File: src/rtl/axi4_master_burst_read.sv
// AXI4 read master: fetches one cache line per request as a single burst and accumulates response faults.
// Optional macro CRITICAL_WORD_FIRST_EN selects a WRAP burst that returns the requested word first.

module axi4_mbr_word #(
    parameter int W = 32
) (
    input  logic         clk,
    input  logic         arst_n,
    input  logic         we_i,
    input  logic [W-1:0] d_i,
    output logic [W-1:0] q_o
);
    logic [W-1:0] word_q;

    always_ff @(posedge clk or negedge arst_n) begin
        if (!arst_n) begin
            word_q <= '0;
        end else if (we_i) begin
            word_q <= d_i;
        end
    end

    assign q_o = word_q;
endmodule

module axi4_master_burst_read #(
    parameter int AXI_ADDR_WIDTH = 64,
    parameter int AXI_DATA_WIDTH = 32,
    parameter int BLOCK_WORDS    = 16
) (
    input  logic                                  clk,
    input  logic                                  arst_n,
    input  logic [AXI_ADDR_WIDTH-1:0]             i_addr,
    input  logic                                  i_start_read,
    output logic [BLOCK_WORDS*AXI_DATA_WIDTH-1:0] o_data_block,
    output logic                                  o_access_fault,
    output logic                                  o_done,
    output logic                                  o_busy,
    input  logic                                  AR_READY,
    output logic                                  AR_VALID,
    output logic [AXI_ADDR_WIDTH-1:0]             AR_ADDR,
    output logic [7:0]                            AR_LEN,
    output logic [2:0]                            AR_SIZE,
    output logic [1:0]                            AR_BURST,
    output logic [2:0]                            AR_PROT,
    input  logic [AXI_DATA_WIDTH-1:0]             R_DATA,
    input  logic [1:0]                            R_RESP,
    input  logic                                  R_LAST,
    input  logic                                  R_VALID,
    output logic                                  R_READY
);
    localparam int BYTE_OFF = $clog2(AXI_DATA_WIDTH / 8);
    localparam int IDX_W    = (BLOCK_WORDS > 1) ? $clog2(BLOCK_WORDS) : 1;
    localparam int CNT_W    = $clog2(BLOCK_WORDS + 1);

    localparam logic [AXI_ADDR_WIDTH-1:0] LINE_BYTES =
        AXI_ADDR_WIDTH'(BLOCK_WORDS * (AXI_DATA_WIDTH / 8));
    localparam logic [AXI_ADDR_WIDTH-1:0] BEAT_MASK  =
        AXI_ADDR_WIDTH'((AXI_DATA_WIDTH / 8) - 1);
    localparam logic [CNT_W-1:0]          LAST_CNT   = CNT_W'(BLOCK_WORDS - 1);
    localparam logic [IDX_W-1:0]          LAST_IDX   = IDX_W'(BLOCK_WORDS - 1);

    typedef enum logic [1:0] {
        S_IDLE,
        S_ADDR,
        S_DATA,
        S_DONE
    } state_e;

    state_e                    state_q;
    logic [AXI_ADDR_WIDTH-1:0] ar_addr_q, ar_addr_d;
    logic [IDX_W-1:0]          idx_q, start_idx_d;
    logic [CNT_W-1:0]          cnt_q;
    logic                      fault_q;
    logic                      beat_fire, last_beat, beat_fault;
    logic                      unused_resp0;

`ifdef CRITICAL_WORD_FIRST_EN
    localparam logic [1:0] BURST_TYPE = 2'b10;
    // Slave returns the addressed beat first; land it in its own slot and wrap.
    assign ar_addr_d   = i_addr & ~BEAT_MASK;
    assign start_idx_d = i_addr[BYTE_OFF +: IDX_W];
`else
    localparam logic [1:0] BURST_TYPE = 2'b01;
    // Modulo form keeps non-power-of-two lines correct; reduces to a mask otherwise.
    assign ar_addr_d   = i_addr - (i_addr % LINE_BYTES);
    assign start_idx_d = '0;
`endif

    assign beat_fire  = R_VALID && (state_q == S_DATA);
    assign last_beat  = (cnt_q == LAST_CNT);
    // Termination is by count; R_LAST only feeds the fault flag.
    assign beat_fault = R_RESP[1] || (R_LAST != last_beat);
    assign unused_resp0 = R_RESP[0];

    always_ff @(posedge clk or negedge arst_n) begin
        if (!arst_n) begin
            state_q   <= S_IDLE;
            ar_addr_q <= '0;
            idx_q     <= '0;
            cnt_q     <= '0;
            fault_q   <= 1'b0;
        end else begin
            case (state_q)
                S_IDLE: begin
                    if (i_start_read) begin
                        state_q   <= S_ADDR;
                        ar_addr_q <= ar_addr_d;
                        idx_q     <= start_idx_d;
                        cnt_q     <= '0;
                        fault_q   <= 1'b0;
                    end
                end
                S_ADDR: begin
                    if (AR_READY) begin
                        state_q <= S_DATA;
                    end
                end
                S_DATA: begin
                    if (R_VALID) begin
                        cnt_q <= cnt_q + 1'b1;
                        idx_q <= (idx_q == LAST_IDX) ? '0 : idx_q + 1'b1;
                        if (beat_fault) begin
                            fault_q <= 1'b1;
                        end
                        if (last_beat) begin
                            state_q <= S_DONE;
                        end
                    end
                end
                default: state_q <= S_IDLE;
            endcase
        end
    end

    logic [BLOCK_WORDS-1:0][AXI_DATA_WIDTH-1:0] words;

    for (genvar k = 0; k < BLOCK_WORDS; k++) begin : g_word
        axi4_mbr_word #(.W(AXI_DATA_WIDTH)) u_word (
            .clk    (clk),
            .arst_n (arst_n),
            .we_i   (beat_fire && (idx_q == IDX_W'(k))),
            .d_i    (R_DATA),
            .q_o    (words[k])
        );
    end

    assign o_data_block   = words;
    assign o_access_fault = fault_q;
    assign o_done         = (state_q == S_DONE);
    assign o_busy         = (state_q != S_IDLE);

    assign AR_VALID = (state_q == S_ADDR);
    assign R_READY  = (state_q == S_DATA);
    assign AR_ADDR  = ar_addr_q;
    assign AR_LEN   = 8'(BLOCK_WORDS - 1);
    assign AR_SIZE  = 3'(BYTE_OFF);
    assign AR_BURST = BURST_TYPE;
    assign AR_PROT  = 3'b100;
endmodule

File: config.mk
export PLATFORM = sky130hd
export DESIGN_NAME = axi4_master_burst_read
export DESIGN_NICKNAME = d
export VERILOG_FILES = /design/src/rtl/axi4_master_burst_read.sv
export SDC_FILE = /design/constraint.sdc
export NUM_CORES = 1
export LEC_CHECK = 0
export ABC_AREA = 1
export CAP_MARGIN = 40
export CORE_AREA = 10 10 265 267
export CTS_CLUSTER_SIZE = 20
export DETAILED_ROUTE_END_ITERATION = 8
export DIE_AREA = 0 0 275 277
export SYNTH_ARGS = -nofsm -noshare
export SYNTH_HDL_FRONTEND = slang
export SYNTH_SLANG_ARGS = --single-unit
File: constraint.sdc
create_clock -name clk -period 3.2 [get_ports clk]
set_input_delay 0.8 -clock clk [delete_from_list [all_inputs] [get_ports clk]]
set_output_delay 0.8 -clock clk [all_outputs]
set_load 0.02 [all_outputs]
==> flow_summary_export.csv, run 1 <==
group,metric,value,unit
global_routing,grt_pass1_vias,16500,
power_and_ir_drop,p_per_area,706,nW/µm²
floorplanning,rows,94,
global_routing,grtUsageTotal,20.1,%
floorplanning,core_area,65200,µm²
finish,multi_input_area,5820,µm²
drt,drc,0,
timing,fmax,338,MHz
job,cap_violations,0,
floorplanning,io_pins,701,
placement,gp_congestion,0.811,
yosys,synth-seq-area-share,68.4,%
yosys,synth_top_area_share,68.4,%
drt,viasPerCell,4.77,
critical_path,worstSetupPathType,"flip-flop to output port",
placement,hpwl,56800,µm
power_and_ir_drop,p_leak,0.0137,µW
placement,place_ws,0.533,ns
yosys,synthArstFlopShare,100,%
timing,fin_worst_skew,0.0198,ns
finish,final_nets,2718,
critical_path,timing.critical_path.to_type,"output port",
global_routing,antenna_found_initial,6,
critical_path,worst_setup_path_start_kind,"flip-flop",
clock_tree,insertion_delay,0.62,ns
power_and_ir_drop,power_frac_comb,26.2,%
critical_path,crit_chain,"inv_1 > ha_1 > inv_1 > clkdlybuf4s50_1",
clock_tree,hold_buffers,0,
global_routing,grt_pass1_wl,115000,µm
drt,finalWirelength,79200,µm
clock_tree,h-tree-depth,2,
drt,dr.pass1.iters,5,
timing,worst_pin_slew,0.893,ns
timing,finalCritPeriodShare,92.4,%
timing,tns,0,ns
floorplanning,die_area,76200,µm²
finish,syn2layout_area_growth,45.2,%
yosys,yosysMostFrequentCell,"dfrtp_1",
critical_path,cp.buffers_inverters,3,
yosys,synth_flop_cell,"dfrtp_1",
power_and_ir_drop,power.switching,6760,µW
timing,grt_setup_unrepaired,"no",
finish,layout-drive-gt1-share,8.63,%
drt,vias,16800,
critical_path,required,2.40,ns
yosys,synthCells,1968,
power_and_ir_drop,sw_frac_of_total,31.0,%
critical_path,cpMostUsedCell,"inv_1",
clock_tree,cts_resized,0,
critical_path,worst_path_max_delay_cell,"clkdlybuf4s50_1",
clock_tree,postCtsSetupBuffers,0,
clock_tree,cts_tree,"done",
clock_tree,cts_root_buf,"clkbuf_16",
status,status,"finished, final reports clean",
yosys,synth_area_leaders,"dfrtp_1 (68%), o21ai_0 (11%), nand2_1 (9.4%)",
drt,ant_nets,0,
clock_tree,cts.sinks,582,
yosys,yosys_register_bits,582,
yosys,synth_edf_count,0,
timing,setup_viol,0,
global_routing,overflow,0,
global_routing,grt_max_degree,90,
finish,nFillCells,6000,
critical_path,critPathMaxFanout,4,
yosys,yosys_warnings,0,
power_and_ir_drop,p_int,15100,µW
drt,drt-wirelength-per-cell,22.5,µm
power_and_ir_drop,p_total,21800,µW
power_and_ir_drop,seqPwrFrac,41.1,%
critical_path,crit_path_max_incr_delay,0.70,ns
timing,drv_slew,0,
critical_path,critPathTopFamily,"buffers and inverters",
floorplanning,start_util,32.7,%
timing,period_minus_slack,2.96,ns
yosys,synth_top_cell_by_area,"dfrtp_1",
timing,maxSlewHeadroom,40.4,%
drt,first_iter_violations,1392,
clock_tree,cts_buffers,61,
timing,setup_ws,0.243,ns
clock_tree,cts.reportedPaths.clkPinSlew,0.06,ns
placement,io_buffers,671,
yosys,synth_area,21300,µm²
timing,hold_viol_final,0,
critical_path,worstPathArrival,2.16,ns
power_and_ir_drop,ir_drop,0.000400,V
floorplanning,dieHeight,277,µm
yosys,synth.distinct_cells,26,
floorplanning,die_w,275,µm
clock_tree,clockBufferDepth,3,
finish,register_area,14600,µm²
yosys,yosys-top-cells-count,"dfrtp_1 (582), nand2_1 (535), o21ai_0 (456)",
power_and_ir_drop,clock_power_share,32.8,%
worst_hold_path,min_path_type,"primary input to asynchronous set/reset pin",
yosys,syn_avg_cell_area,10.8,µm²
worst register-to-register path, cell delays in order (launching register included):
cell     delay [ns]
dfrtp_1        0.42
inv_1          0.11
ha_1           0.18
buf_4          0.19
nand2_4        0.12
nor2_4         0.22
nand2_4        0.42
o21ai_0        0.42
power groups by stage:
stage / clock [µW] / combinational (µW) / sequential (µW)
floorplan: 0 / 1430 / 10200
global placement: 0 / 5690 / 9030
detailed placement: 0 / 5770 / 9080
CTS: 7340 / 5790 / 8960
global route: 7630 / 6070 / 9080
finish: 7160 / 5710 / 8970
final cells by class:
| class | count | area share (%) |
|---|---|---|
| Tap cell | 864 | 3.50 |
| Sequential cell | 582 | 47.1 |
| Antenna cell | 5 | 0.0405 |
| Inverter | 55 | 0.668 |
| Timing Repair Buffer | 711 | 23.3 |
| Clock inverter | 31 | 1.02 |
| Multi-Input combinational cell | 1193 | 18.8 |
| Clock buffer | 81 | 5.54 |
cells by family after synthesis:
family	after synthesis	synth area share, %
flip-flops	582	68.4
AND/OR/NAND/NOR	578	10.9
adder cells (fa/ha/maj)	10	0.588
multiplexers	58	3.07
AO/OA/AOI/OAI	523	12.3
XOR/XNOR	2	0.0823
other	2	0.0353
buffers and inverters	213	4.65
per-layer routing:
| layer | vias to the layer above | global-route usage, % | share of wire, % |
|---|---|---|---|
| met5 | - | 0 | 0 |
| met4 | 0 | 8.34 | 4.1 |
| met3 | 155 | 6.41 | 8.8 |
| met2 | 643 | 32.5 | 48 |
| met1 | 8306 | 24.2 | 39 |
| li1 | 7679 | - | - |
path summary, 6_finish.rpt:
path                                                  startpoint                               endpoint  slack, ns  cells past startpoint
max reg2reg                               state_q[0]$_DFFE_PN0P_   g_word[10].u_word.q_o[5]$_DFFE_PN0P_       1.01                      7
max                                       state_q[0]$_DFFE_PN0P_                                 o_busy       0.24                      4
max in group asynchronous                                 arst_n   g_word[3].u_word.q_o[26]$_DFFE_PN0P_       2.01                      2
min                                                       arst_n   g_word[4].u_word.q_o[29]$_DFFE_PN0P_       0.14                      1
min in group clk           g_word[10].u_word.q_o[17]$_DFFE_PN0P_  g_word[10].u_word.q_o[17]$_DFFE_PN0P_       0.48                      2
min reg2reg                g_word[10].u_word.q_o[17]$_DFFE_PN0P_  g_word[10].u_word.q_o[17]$_DFFE_PN0P_       0.48                      2
cells in the final DEF (no fill, tap or decap), types with 6 or more instances in the layout:
cell | Yosys | routed
buf_12 | 0 | 15
nand2_2 | 12 | 13
nor2_1 | 6 | 6
dfrtp_1 | 582 | 582
nand2_1 | 535 | 534
mux2_2 | 58 | 58
inv_1 | 53 | 53
clkbuf_1 | 70 | 9
nand3_1 | 9 | 9
clkinv_2 | 0 | 16
clkdlybuf4s50_1 | 0 | 670
clkbuf_8 | 0 | 11
clkbuf_16 | 0 | 61
o21ai_0 | 456 | 456
conb_1 | 2 | 22
o21ai_1 | 65 | 65
ha_1 | 10 | 10
buf_4 | 27 | 25
per-stage QoR:
stage / area [µm²] / utilization [%] / instances / hold WS, ns
2_1_floorplan: 21400 / - / 1988 / 0.474
3_3_place_gp: 28900 / 44.3 / 3405 / 0.465
3_5_place_dp: 28900 / 44.3 / 3405 / 0.472
4_1_cts: 30900 / 47.4 / 3517 / 0.159
5_1_grt: 30900 / 47.4 / 3519 / 0.173
6_report: 30900 / 47.4 / 3522 / 0.141
state kept, by name, indices dropped and copies added (netlist names):
register and flops:
AR_ADDR 58, cnt_q 5, g_word.u_word.q_o 512, idx_q 4, o_access_fault 1, state_q 2
(Power assumes the default switching activity.)
==> inputs of run 2 (changes only) <==
clock period = 2.6 ns   (was 3.2 ns; I/O delays follow)
==> flow_summary_export.csv, run 2 (synthesis gave the netlist of run 1 again) <==
group,metric,value,unit
status,status,"finished, final reports clean",
drt,finalWirelength,79800,µm
power_and_ir_drop,p_per_area,869,nW/µm²
clock_tree,clockBufferDepth,3,
critical_path,timing.rr.end,"g_word[0].u_word.q_o[7]$_DFFE_PN0P_",
critical_path,crit_path_max_incr_delay,0.65,ns
critical_path,worst_path_max_delay_cell,"clkdlybuf4s50_1",
global_routing,antenna_found_initial,9,
finish,multi_input_area,5820,µm²
finish,layout-drive-gt1-share,9.69,%
critical_path,r2r-start,"state_q[0]$_DFFE_PN0P_",
clock_tree,hold_buffers,0,
finish,final_common_cell,"clkdlybuf4s50_1",
placement,gp_congestion,0.814,
finish,largest_reg_flops,512,
drt,dr.pass1.iters,5,
clock_tree,cts_buffers,60,
critical_path,worst-r2r-setup-slack,0.81,ns
timing,finalCritPeriodShare,95.8,%
placement,hpwl,57200,µm
drt,first_iter_violations,1253,
floorplanning,die_area,76200,µm²
clock_tree,cts_tree,"done",
timing,drv_slew,0,
clock_tree,postCtsSetupBuffers,0,
global_routing,grt_pass1_vias,16900,
floorplanning,rows,94,
floorplanning,io_pins,701,
timing,maxSlewHeadroom,51.4,%
critical_path,worst_setup_path_start_kind,"flip-flop",
job,cap_violations,0,
critical_path,r2r_cells,8,
placement,post_dp_cell_area,29200,µm²
critical_path,cp.buffers_inverters,1,
clock_tree,insertion_delay,0.61,ns
floorplanning,start_util,32.7,%
timing,setup_viol,0,
timing,fin_worst_skew,0.0266,ns
finish,syn2layout_area_growth,47.2,%
finish,nFillCells,5960,
power_and_ir_drop,ir_drop,0.000540,V
timing,period_minus_slack,2.49,ns
critical_path,worstSetupPathType,"flip-flop to output port",
global_routing,grt_pass1_wl,117000,µm
drt,viasPerCell,4.74,
clock_tree,cts.reportedPaths.clkPinSlew,0.06,ns
finish,final_nets,2747,
clock_tree,cts_resized,2,
timing,fmax,401,MHz
clock_tree,h-tree-depth,2,
power_and_ir_drop,p_leak,0.0139,µW
clock_tree,cts.sinks,582,
critical_path,timing.critical_path.to_type,"output port",
global_routing,grt_max_degree,65,
floorplanning,dieHeight,277,µm
drt,drc,0,
critical_path,worstPathArrival,1.84,ns
critical_path,crit_chain,"ha_1 > clkdlybuf4s50_1",
critical_path,required,1.95,ns
global_routing,overflow,0,
finish,layout_common_cells,"clkdlybuf4s50_1 (667), dfrtp_1 (582), nand2_1 (534)",
floorplanning,die_w,275,µm
placement,io_buffers,671,
global_routing,grtUsageTotal,20.3,%
critical_path,critPathMaxFanout,4,
clock_tree,cts_root_buf,"clkbuf_16",
finish,postLayoutCellArea,31300,µm²
drt,vias,16800,
worst_hold_path,min_path_type,"primary input to asynchronous set/reset pin",
timing,worst_pin_slew,0.728,ns
drt,drt-wirelength-per-cell,22.5,µm
floorplanning,core_area,65200,µm²
finish,register_area,14600,µm²
timing,hold_viol_final,0,
critical_path,critPathTopFamily,"buffers and inverters",
drt,ant_nets,0,
timing,grt_setup_unrepaired,"no",
timing,tns,0,ns
## run 2: cell count changes in the layout (fill, tap and decap cells not counted), sizes merged, moves of 3 or more
cell	before	now
clkdlybuf4s50	670	667
bufinv	5	9
buf	41	72
inv	59	56
clkinv	20	13
clkinvlp	2	9
## run 2: final cells by class
| class | instances | area share, % |
|---|---|---|
| flip-flops and latches | 582 | 46.5 |
| repair buffers | 741 | 24.1 |
| multi-input cells | 1193 | 18.6 |
| clock buffers | 79 | 5.37 |
| well taps | 864 | 3.45 |
| clock inverters | 32 | 1.37 |
| inverters | 55 | 0.659 |
| diodes | 6 | 0.0479 |
## run 2: worst max-delay path by stage
stage	startpoint	end	slack (ns)	cells after the start
after floorplan	state_q[0]$_DFFE_PN0P_	g_word[15].u_word.q_o[23]$_DFFE_PN0P_	0.82	9
after global placement	R_VALID	g_word[0].u_word.q_o[6]$_DFFE_PN0P_	0.32	7
after detailed placement	R_VALID	g_word[0].u_word.q_o[7]$_DFFE_PN0P_	0.30	7
after CTS	state_q[0]$_DFFE_PN0P_	o_done	0.05	2
after global routing	state_q[0]$_DFFE_PN0P_	o_done	0.03	2
final	state_q[0]$_DFFE_PN0P_	o_done	0.11	2
## run 2: report_power, final
| group | internal (µW) | switching, µW |
|---|---|---|
| sequential | 10300 | 733 |
| clock | 5450 | 3690 |
| combinational | 3150 | 3890 |
| total | 18900 | 8320 |
## run 2: through the flow
| step | power (µW) | hold WS (ns) | util, % | setup slack [ns] | cells |
|---|---|---|---|---|---|
| after global placement | 18200 | 0.466 | 44.8 | 0.317 | 3435 |
| after detailed placement | 18300 | 0.471 | 44.8 | 0.303 | 3435 |
| after floorplan | 14300 | 0.354 | - | 0.823 | 1988 |
| final | 27200 | 0.0412 | 48.1 | 0.108 | 3552 |
| after CTS | 27500 | 0.0157 | 48.1 | 0.0473 | 3546 |
| after global routing | 28400 | 0.0379 | 48.1 | 0.0271 | 3548 |
## run 2: worst register-to-register path: cells and delay by family, from the launching register on
family / cells / cell delay [ns]
DFF: 1 / 0.42
buffers and inverters: 2 / 0.33
and+or+nand+nor: 4 / 0.59
AOI/OAI and AO/OA: 1 / 0.07
adders and majority gates: 1 / 0.22
## run 2: per-layer routing
metal / global-route usage, % / vias to the layer above / wire (µm)
met4: 6.70 / 0 / 2420
met1: 24.4 / 8420 / 31600
met2: 34.0 / 559 / 39100
met5: 0 / - / 0
met3: 6.10 / 112 / 6650
li1: - / 7732 / -
==> inputs of run 3 (changes only) <==
SLEW_MARGIN = 25   (was unset)
==> results of run 3 <==
No change in the layout: final DEF, timing and power equal those of run 2.
